--- src/rtl/tristate_bus_pkg.sv ---
// -----------------------------------------------------------------------------
// tristate_bus_pkg
// Shared types and default constants for the tri-state bus arbiter.
//   state_t        : arbiter FSM states (IDLE, GRANT, TURNAROUND)
//   N_REQ_DEF      : default number of requesters
//   TA_CYCLES_DEF  : default bus turnaround length in cycles
//   HOLD_MAX_DEF   : default maximum consecutive grant cycles (ARB_TIMEOUT_EN)
// -----------------------------------------------------------------------------
package tristate_bus_pkg;

   typedef enum logic [1:0] {
      IDLE       = 2'd0,
      GRANT      = 2'd1,
      TURNAROUND = 2'd2
   } state_t;

   localparam int unsigned N_REQ_DEF     = 4;
   localparam int unsigned TA_CYCLES_DEF = 1;
   localparam int unsigned HOLD_MAX_DEF  = 8;

endpackage

--- src/rtl/tristate_bus_arbiter_picker.sv ---
// -----------------------------------------------------------------------------
// rr_priority_picker
// Combinational round-robin picker: selects the first asserted request at or
// after index (last_owner + 1) mod N_REQ, wrapping around.
//   i_req        [N_REQ-1:0] : request vector
//   i_last_owner [IW-1:0]    : index of the most recent owner
//   o_winner     [N_REQ-1:0] : one-hot winner, zero when no request
//   o_valid                  : at least one request is asserted
// -----------------------------------------------------------------------------
module rr_priority_picker
   import tristate_bus_pkg::*;
#(
   parameter int unsigned N_REQ = N_REQ_DEF,
   parameter int unsigned IW    = (N_REQ > 1) ? $clog2(N_REQ) : 1
) (
   input  logic [N_REQ-1:0] i_req,
   input  logic [IW-1:0]    i_last_owner,
   output logic [N_REQ-1:0] o_winner,
   output logic             o_valid
);

   always_comb begin
      o_winner = '0;
      o_valid  = 1'b0;
      for (int unsigned k = 0; k < N_REQ; k++) begin
         logic [IW-1:0] w_idx;
         w_idx = IW'((32'(i_last_owner) + 32'd1 + k) % N_REQ);
         if (!o_valid && i_req[w_idx]) begin
            o_winner[w_idx] = 1'b1;
            o_valid         = 1'b1;
         end
      end
   end

endmodule

--- src/rtl/tristate_bus_arbiter.sv ---
// -----------------------------------------------------------------------------
// tristate_bus_arbiter
// Round-robin arbiter for N_REQ requesters sharing one tri-state bus. Every
// ownership change passes through TA_CYCLES cycles with all enables low so two
// drivers never overlap.
//   clk               : rising-edge clock
//   rst_n             : asynchronous active-low reset
//   req   [N_REQ-1:0] : level-sensitive bus requests
//   grant [N_REQ-1:0] : registered one-hot (or zero) current owner
//   oe    [N_REQ-1:0] : registered driver enables, identical to grant
//   bus_busy          : registered OR of grant
//   timeout           : one-cycle pulse on forced release
// Optional feature macro ARB_TIMEOUT_EN: limits a grant to HOLD_MAX cycles;
// when undefined a grant is held while the owner requests and timeout is 0.
// -----------------------------------------------------------------------------
module tristate_bus_arbiter
   import tristate_bus_pkg::*;
#(
   parameter int unsigned N_REQ     = N_REQ_DEF,
   parameter int unsigned TA_CYCLES = TA_CYCLES_DEF,
   parameter int unsigned HOLD_MAX  = HOLD_MAX_DEF
) (
   input  logic             clk,
   input  logic             rst_n,
   input  logic [N_REQ-1:0] req,
   output logic [N_REQ-1:0] grant,
   output logic [N_REQ-1:0] oe,
   output logic             bus_busy,
   output logic             timeout
);

   localparam int unsigned IW = (N_REQ > 1) ? $clog2(N_REQ) : 1;

   if (N_REQ < 2) begin : g_bad_nreq
      $error("N_REQ must be at least 2");
   end
   if (TA_CYCLES < 1 || TA_CYCLES > 15) begin : g_bad_ta
      $error("TA_CYCLES must be in 1..15");
   end
   if (HOLD_MAX < 2 || HOLD_MAX > 255) begin : g_bad_hold
      $error("HOLD_MAX must be in 2..255");
   end

   state_t           r_state, w_state_nxt;
   logic [N_REQ-1:0] r_grant, w_grant_nxt;
   logic [IW-1:0]    r_last_owner, w_last_nxt;
   logic [3:0]       r_ta_cnt, w_ta_nxt;
   logic             r_busy;
   logic [N_REQ-1:0] w_winner;
   logic             w_valid;
   logic [IW-1:0]    w_win_idx;
   logic             w_owner_req;
   logic             w_hold_hit;

   rr_priority_picker #(
      .N_REQ (N_REQ),
      .IW    (IW)
   ) u_picker (
      .i_req        (req),
      .i_last_owner (r_last_owner),
      .o_winner     (w_winner),
      .o_valid      (w_valid)
   );

   always_comb begin
      w_win_idx = '0;
      for (int unsigned k = 0; k < N_REQ; k++) begin
         if (w_winner[k]) w_win_idx = IW'(k);
      end
   end

   // r_last_owner tracks the current owner while in GRANT.
   assign w_owner_req = req[r_last_owner];

   always_comb begin
      w_state_nxt = r_state;
      w_grant_nxt = r_grant;
      w_last_nxt  = r_last_owner;
      w_ta_nxt    = r_ta_cnt;
      case (r_state)
         IDLE: begin
            if (w_valid) begin
               w_state_nxt = GRANT;
               w_grant_nxt = w_winner;
               w_last_nxt  = w_win_idx;
            end
         end
         GRANT: begin
            if (!w_owner_req || w_hold_hit) begin
               w_state_nxt = TURNAROUND;
               w_grant_nxt = '0;
               w_ta_nxt    = 4'd1;
            end
         end
         TURNAROUND: begin
            if (r_ta_cnt == 4'(TA_CYCLES)) begin
               w_ta_nxt = '0;
               if (w_valid) begin
                  w_state_nxt = GRANT;
                  w_grant_nxt = w_winner;
                  w_last_nxt  = w_win_idx;
               end else begin
                  w_state_nxt = IDLE;
               end
            end else begin
               w_ta_nxt = r_ta_cnt + 4'd1;
            end
         end
         default: begin
            w_state_nxt = IDLE;
            w_grant_nxt = '0;
            w_ta_nxt    = '0;
         end
      endcase
   end

   always_ff @(posedge clk or negedge rst_n) begin
      if (!rst_n) begin
         r_state      <= IDLE;
         r_grant      <= '0;
         r_last_owner <= IW'(N_REQ - 1);
         r_ta_cnt     <= '0;
         r_busy       <= 1'b0;
      end else begin
         r_state      <= w_state_nxt;
         r_grant      <= w_grant_nxt;
         r_last_owner <= w_last_nxt;
         r_ta_cnt     <= w_ta_nxt;
         r_busy       <= |w_grant_nxt;
      end
   end

`ifdef ARB_TIMEOUT_EN
   logic [7:0] r_hold_cnt;
   logic       r_timeout;

   // Counter holds the number of grant cycles including the current one, so
   // reaching HOLD_MAX means the limit is used up at this edge. A simultaneous
   // owner drop takes the normal-release path and raises no pulse.
   assign w_hold_hit = (r_hold_cnt == 8'(HOLD_MAX));

   always_ff @(posedge clk or negedge rst_n) begin
      if (!rst_n) begin
         r_hold_cnt <= '0;
         r_timeout  <= 1'b0;
      end else begin
         r_timeout <= (r_state == GRANT) && w_owner_req && w_hold_hit;
         if (w_state_nxt == GRANT && r_state != GRANT)
            r_hold_cnt <= 8'd1;
         else if (w_state_nxt == GRANT)
            r_hold_cnt <= r_hold_cnt + 8'd1;
         else
            r_hold_cnt <= '0;
      end
   end

   assign timeout = r_timeout;
`else
   assign w_hold_hit = 1'b0;
   assign timeout    = 1'b0;
`endif

   assign grant    = r_grant;
   assign oe       = r_grant;
   assign bus_busy = r_busy;

endmodule

--- config.mk ---
export PLATFORM = sky130hd
export DESIGN_NAME = tristate_bus_arbiter
export DESIGN_NICKNAME = d
export VERILOG_FILES = /design/src/rtl/tristate_bus_pkg.sv /design/src/rtl/tristate_bus_arbiter_picker.sv /design/src/rtl/tristate_bus_arbiter.sv
export SDC_FILE = /design/constraint.sdc
export NUM_CORES = 1
export LEC_CHECK = 0
export CAP_MARGIN = 30
export CORE_MARGIN = 1.5
export CORE_UTILIZATION = 52
export CTS_BUF_LIST = sky130_fd_sc_hd__clkbuf_2 sky130_fd_sc_hd__clkbuf_4 sky130_fd_sc_hd__clkbuf_8
export CTS_CLUSTER_DIAMETER = 100
export DETAILED_ROUTE_END_ITERATION = 10
export GPL_TIMING_DRIVEN = 0
export PLACE_DENSITY_LB_ADDON = 0.1
export SLEW_MARGIN = 20
export SYNTH_ARGS = -nofsm -noshare
export SYNTH_HDL_FRONTEND = slang
export SYNTH_HIERARCHICAL = 1
export SYNTH_SLANG_ARGS = --single-unit
--- constraint.sdc ---
create_clock -name clk -period 3.6 [get_ports clk]
set_input_delay 1.08 -clock clk [delete_from_list [all_inputs] [get_ports clk]]
set_output_delay 1.08 -clock clk [all_outputs]
set_load 0.05 [all_outputs]
==> results of run 1 <==
==> critical path, cell delays in order <==
cell and delay [ns]:
dlygate4sd2_1 0.29, mux4_2 0.53, a21oi_2 0.12, o32ai_1 0.10
a221o_1 0.30, or3b_2 0.48, o311ai_4 0.10, a221oi_2 0.11
or4_1 0.50
==> registers in the layout, indices dropped and copies added (netlist names) <==
register	count
r_last_owner	2
bus_busy	1
grant	4
r_ta_cnt	4
r_state	2
==> placed cells by master (no fill, tap or decap), types with 2 or more instances in the layout <==
cell | netlist | final
or3b_2 | 2 | 2
buf_6 | 2 | 2
o221ai_1 | 2 | 2
or4_1 | 2 | 2
a22oi_1 | 2 | 2
o31ai_1 | 3 | 3
inv_1 | 11 | 11
nand4_1 | 6 | 6
a221oi_1 | 3 | 3
clkbuf_4 | 0 | 3
clkdlybuf4s50_1 | 0 | 10
nor3_1 | 2 | 2
dlygate4sd2_1 | 0 | 4
a221o_1 | 3 | 3
nand3_1 | 4 | 4
nand2_1 | 6 | 6
a31oi_1 | 5 | 5
buf_4 | 5 | 9
mux2i_1 | 3 | 3
mux4_2 | 2 | 2
dfrtp_1 | 11 | 11
nand2b_1 | 4 | 4
o2111ai_1 | 2 | 2
o21ai_0 | 3 | 3
nor2_1 | 9 | 8
buf_2 | 2 | 2
a21oi_1 | 8 | 8
dfstp_2 | 2 | 2
nor3b_1 | 3 | 3
o21bai_1 | 2 | 2
ha_1 | 12 | 12
==> layout make-up <==
class,count,area (um^2)
timing repair buffer,18,165
inverter,11,41.3
clock inverter,1,5.00
clock buffer,3,22.5
fill,208,752
tap,28,35.0
buffer,10,75.1
sequential,13,328
multi-input combinational,109,873
==> logic make-up after synthesis <==
group,Yosys count,synth area share (%)
AO/OA/AOI/OAI,45,27.6
AND/OR/NAND/NOR,44,19.2
buffers and inverters,21,8.91
flip-flops,13,25.1
adder cells (fa/ha/maj),12,11.5
multiplexers,7,7.47
other,1,0.287
==> stage by stage <==
step                TNS [ns]  util, %  area, um^2
global placement      -0.544     64.5        1480
CTS                        0     66.3        1520
finish                     0     67.3        1550
detailed placement    -0.583     64.5        1480
floorplan                  0        -        1310
global route               0     67.3        1550
==> path summary, 6_finish.rpt <==
kind | startpoint | to | depth (start not counted)
max | req[2] | bus_busy$_DFF_PN0_ | 9
min | r_last_owner[0]$_DFFE_PN1P_ | r_last_owner[0]$_DFFE_PN1P_ | 2
max reg2reg | r_last_owner[0]$_DFFE_PN1P_ | bus_busy$_DFF_PN0_ | 10
min reg2reg | r_last_owner[0]$_DFFE_PN1P_ | r_last_owner[0]$_DFFE_PN1P_ | 2
max in group asynchronous | rst_n | grant[3]$_DFF_PN0_ | 1
min in group asynchronous | rst_n | r_ta_cnt[2]$_DFFE_PN0P_ | 1
==> layer usage <==
metal	GRT usage (%)	vias up	wire, um
met5	0	-	0
met4	5.13	0	57
met3	4.52	9	90
met2	44.6	30	1520
met1	31.6	600	1350
li1	-	591	-
==> power groups by stage <==
stage | clock, W | sequential, W | combinational [W]
after floorplan | 0 | 0.000329 | 0.000846
after global routing | 0.000102 | 0.000265 | 0.00136
after global placement | 0 | 0.000262 | 0.00113
after detailed placement | 0 | 0.000268 | 0.00116
after CTS | 0.0000955 | 0.000264 | 0.00120
final | 0.0000931 | 0.000257 | 0.00124
==> timing repair <==
item / in CTS / in global routing
pin swaps: 1 / 0
resized for setup: 5 / 2
buffers inserted: 2 / 2
setup endpoints to repair: 1 / 1
==> flow_metrics.env, run 1 <==
export IMPL_clock_fmax_mhz=289
export IMPL_drt_antenna_violating_nets=0
export IMPL_path_max_fanout=7
export IMPL_vias_per_cell=6.37
export IMPL_synth_top_area_cell="dfrtp_1"
export IMPL_port_buffers=14
export IMPL_drcViolationCount=0
export IMPL_finalMaxSlewViolations=0
export IMPL_dr_pass1_iters=4
export IMPL_run_status="complete, no violations"
export IMPL_clk_latency_ns=0.28
export IMPL_yosysMostFrequentCell="ha_1"
export IMPL_numCtsBuffers=3
export IMPL_worst_r2r_setup_slack_ns=0.19
export IMPL_fin_ws_ns=0.139
export IMPL_finalNonFillerCells=193
export IMPL_dp_cells=185
export IMPL_criticalPathCategory="in -> reg"
export IMPL_finalHoldViolations=0
export IMPL_htree_num_levels=1
export IMPL_pwr_share_comb_pct=78.0
export IMPL_post_synth_top_area_fraction_pct=21.1
export IMPL_netlist_instances=143
export IMPL_post_dp_hpwl_um=2300
export IMPL_dieArea_um2=2820
export IMPL_maxCapViolCount=0
export IMPL_die_width_um=53.1
export IMPL_clkTransAtPathRegs_ns=0.09
export IMPL_power_internal_w=0.000766
export IMPL_seqPwrFrac_pct=16.1
export IMPL_clockBufferDepth=2
export IMPL_max_slew_margin_rel_pct=54.6
export IMPL_pre_cts_ws_ns=-0.543
export IMPL_synth_common_cells="ha_1, dfrtp_1, inv_1"
export IMPL_vias=1230
export IMPL_first_iter_violations=35
export IMPL_cts_root_buffer="clkbuf_4"
export IMPL_ys_seq_area_share_pct=25.1
export IMPL_synth_area_per_cell_um2=9.13
export IMPL_synthTopCellsByArea="dfrtp_1, ha_1, dfstp_2"
export IMPL_critPathArrivalTime_ns=3.62
export IMPL_antenna_found_initial=0
export IMPL_grt_overflow=0
export IMPL_drive_gt1_share_pct=20.0
export IMPL_syn2layout_area_growth_pct=18.3
export IMPL_synth_seq_cells=13
export IMPL_p_leak_nw=0.697
export IMPL_pwr_share_clk_pct=5.8
export IMPL_synth_async_reset_ratio_pct=100
export IMPL_wl_per_cell_um=15.7
export IMPL_grt_max_degree=14
export IMPL_powerDensity_nw_per_um2=1030
export IMPL_fin_crit_ns=3.46
export IMPL_syn_cell_area_um2=1310
export IMPL_cp_end_kind="flop"
export IMPL_cts_tree="done"
export IMPL_grtUsageTotal_pct=25.1
export IMPL_hold_class="reg -> reg"
export IMPL_postCtsHoldBufs=0
export IMPL_ios=16
export IMPL_worst_slew_pin_slew_ns=0.678
export IMPL_fin_nets=184
export IMPL_die_y_um=53.1
export IMPL_finalCritPeriodShare_pct=96.1
export IMPL_synth_warnings=6
export IMPL_initial_core_util_pct=56.9
export IMPL_power_switching_w=0.000827
export IMPL_std_cell_rows=17
export IMPL_wl_um=3020
export IMPL_grt_pass1_wl_um=5240
export IMPL_grt_pass1_vias=1140
export IMPL_rsz0062_at_grt="no"
export IMPL_synth_edf_count=0
export IMPL_coreArea_um2=2300
export IMPL_swShare_pct=51.9
export IMPL_cp_start_kind="input port"
export IMPL_holdWs_ns=0.531
export IMPL_finalSetupViolCount=0
export IMPL_peakVddDrop_mv=0.579
export IMPL_p_total_w=0.00159
export IMPL_clock_skew_ns=0.00676
export IMPL_ys_types=49
export IMPL_cts_sinks=13
export IMPL_synth_fp_nets=161
export IMPL_gp_congestion=0.884
export IMPL_cp_required_ns=3.75
export IMPL_antenna_cells=0
export IMPL_synth_ff_type="dfrtp_1"
(Power assumes the default switching activity.)
==> inputs of run 2 (changes only) <==
--- a/config.mk
+++ b/config.mk
@@ -10,6 +10,7 @@
 export CORE_UTILIZATION = 52
 export CTS_BUF_LIST = sky130_fd_sc_hd__clkbuf_2 sky130_fd_sc_hd__clkbuf_4 sky130_fd_sc_hd__clkbuf_8
 export CTS_CLUSTER_DIAMETER = 100
+export CTS_CLUSTER_SIZE = 28
 export DETAILED_ROUTE_END_ITERATION = 10
 export GPL_TIMING_DRIVEN = 0
 export PLACE_DENSITY_LB_ADDON = 0.1
==> constraint.sdc (replaced) <==
create_clock -name clk -period 3.6 [get_ports clk]
set_input_delay 0.36 -clock clk [delete_from_list [all_inputs] [get_ports clk]]
set_output_delay 0.36 -clock clk [all_outputs]
set_load 0.05 [all_outputs]
==> run 2 against run 1 <==
  * Cell area up 1.9%
  * Power up 3.5%
  * Clock skew down 0.0016 ns
  * Routed wire length up 2.1%
  * Critical path depth up 1
  * Combinational power up 5%
  * Global-route usage down 0.12 points
  * First-iteration DRC count down 17%
  * Largest cell class unchanged
  * Maximum frequency up 1.5%
==> flow_metrics.env, run 2 (synthesized netlist as in run 1, its figures left out) <==
export IMPL_run_status="complete, no violations"
export IMPL_maxCapViolCount=0
export IMPL_grt_pass1_wl_um=5220
export IMPL_ios=16
export IMPL_powerDensity_nw_per_um2=1050
export IMPL_p_total_w=0.00165
export IMPL_cp_end_kind="flop"
export IMPL_use_met3_pct=4.24
export IMPL_max_slew_margin_rel_pct=58.3
export IMPL_initial_core_util_pct=56.9
export IMPL_drive_gt1_share_pct=21.6
export IMPL_fin_crit_ns=3.41
export IMPL_use_met2_pct=45.0
export IMPL_cts_root_buffer="clkbuf_4"
export IMPL_htree_num_levels=1
export IMPL_coreArea_um2=2300
export IMPL_cts_sinks=13
export IMPL_wl_um=3090
export IMPL_finalSetupViolCount=0
export IMPL_grt_busiest_layer="met2"
export IMPL_numCtsBuffers=3
export IMPL_die_y_um=53.1
export IMPL_layout_common_cells="clkdlybuf4s50_1, inv_1, ha_1, buf_4, dfrtp_1"
export IMPL_r2r_start="r_last_owner[0]$_DFFE_PN1P_"
export IMPL_criticalPathCategory="reg -> reg"
export IMPL_pre_cts_ws_ns=-0.101
export IMPL_clock_skew_ns=0.00515
export IMPL_finalCritPeriodShare_pct=94.7
export IMPL_dr_pass1_iters=4
export IMPL_r2r_cells=10
export IMPL_wl_per_cell_um=15.8
export IMPL_vias=1214
export IMPL_finalHoldViolations=0
export IMPL_fin_nets=186
export IMPL_grt_util_met1_pct=31.6
export IMPL_holdWs_ns=0.465
export IMPL_multi_input_area_um2=882
export IMPL_port_buffers=14
export IMPL_worst_r2r_setup_slack_ns=0.19
export IMPL_vias_per_cell=6.23
export IMPL_cp_start_kind="flop"
export IMPL_antenna_cells=0
export IMPL_grt_max_degree=14
export IMPL_die_width_um=53.1
export IMPL_path_max_fanout=8
export IMPL_clockBufferDepth=2
export IMPL_gp_congestion=0.884
export IMPL_peakVddDrop_mv=0.585
export IMPL_nFillCells=199
export IMPL_antenna_found_initial=0
export IMPL_grt_overflow=0
export IMPL_dieArea_um2=2820
export IMPL_post_dp_hpwl_um=2300
export IMPL_seq_area_um2=328
export IMPL_cts_tree="done"
export IMPL_syn2layout_area_growth_pct=20.5
export IMPL_drt_antenna_violating_nets=0
export IMPL_cp_required_ns=3.75
export IMPL_final_common_cell="clkdlybuf4s50_1"
export IMPL_fin_ws_ns=0.190
export IMPL_critPathArrivalTime_ns=3.56
export IMPL_p_leak_nw=0.697
export IMPL_reg2reg_to="bus_busy$_DFF_PN0_"
export IMPL_hold_class="in -> async"
export IMPL_rsz0062_at_grt="no"
export IMPL_first_iter_violations=29
export IMPL_clock_fmax_mhz=293
export IMPL_grt_pass1_vias=1120
export IMPL_clk_latency_ns=0.28
export IMPL_finalMaxSlewViolations=0
export IMPL_std_cell_rows=17
export IMPL_grtUsageTotal_pct=25.0
export IMPL_drcViolationCount=0
export IMPL_worst_slew_pin_slew_ns=0.623
export IMPL_clkTransAtPathRegs_ns=0.09
==> run 2: cell types whose count changed in the layout (fill, tap and decap cells not counted) <==
cell             change
clkdlybuf4s50_1      +4
dlygate4sd2_1        -4
buf_4                +2
ha_1                 -1
ha_4                 +1
mux2_2               +1
mux2_4               -1
==> run 2: how the worst max path moves through the flow <==
stage | depth (start not counted) | startpoint | slack (ns) | end
final | 10 | r_last_owner[0]$_DFFE_PN1P_ | 0.19 | bus_busy$_DFF_PN0_
after global routing | 10 | r_last_owner[0]$_DFFE_PN1P_ | 0.05 | bus_busy$_DFF_PN0_
after CTS | 10 | r_last_owner[0]$_DFFE_PN1P_ | 0.02 | bus_busy$_DFF_PN0_
after detailed placement | 11 | r_last_owner[0]$_DFFE_PN1P_ | -0.10 | bus_busy$_DFF_PN0_
after global placement | 11 | r_last_owner[0]$_DFFE_PN1P_ | -0.05 | bus_busy$_DFF_PN0_
after floorplan | 11 | r_last_owner[0]$_DFFE_PN1P_ | 0.23 | bus_busy$_DFF_PN0_
==> run 2: critical path, cell delays in order, from the launching register on <==
cell and delay [ns]:
dfstp_2 0.57, buf_6 0.14, inv_1 0.12, ha_4 0.28, and3b_1 0.17, o311a_1 0.37, a221o_1 0.44, or3b_2 0.49
o311ai_4 0.10, a221oi_2 0.11, or4_1 0.50
==> run 2: per-layer routing <==
layer / up-vias / wire (um)
li1: 596 / -
met1: 584 / 1380
met2: 30 / 1580
met3: 4 / 90
met4: 0 / 36
met5: - / 0
==> run 2: power by group <==
group          switching (W)  internal (W)  total (W)
logic               0.000742      0.000557    0.00130
clock network      0.0000500     0.0000412  0.0000912
registers          0.0000503      0.000208   0.000258
total               0.000842      0.000806    0.00165
==> run 2: per-stage QoR <==
step | TNS [ns] | instance area, um^2 | utilization, % | instances
finish | 0 | 1570 | 68.5 | 195
global route | 0 | 1570 | 68.5 | 195
global placement | -0.0535 | 1480 | 64.5 | 185
floorplan | 0 | 1310 | - | 143
CTS | 0 | 1520 | 66.3 | 190
detailed placement | -0.101 | 1480 | 64.5 | 185
==> run 2: what timing repair did <==
action	4_1_cts	5_1_grt
pin swaps	1	1
hold buffers	0	0
hold endpoints to repair	0	0
resized for setup	2	1
setup endpoints to repair	1	1
buffers inserted	1	5
==> run 2: area by class of cell <==
cell class	count	area share [%]
inverters	11	2.62
flip-flops and latches	13	20.8
plain buffers	10	4.77
clock inverters	1	0.318
well taps	28	2.23
clock buffers	3	1.43
multi-input cells	109	56.0
repair buffers	20	11.8
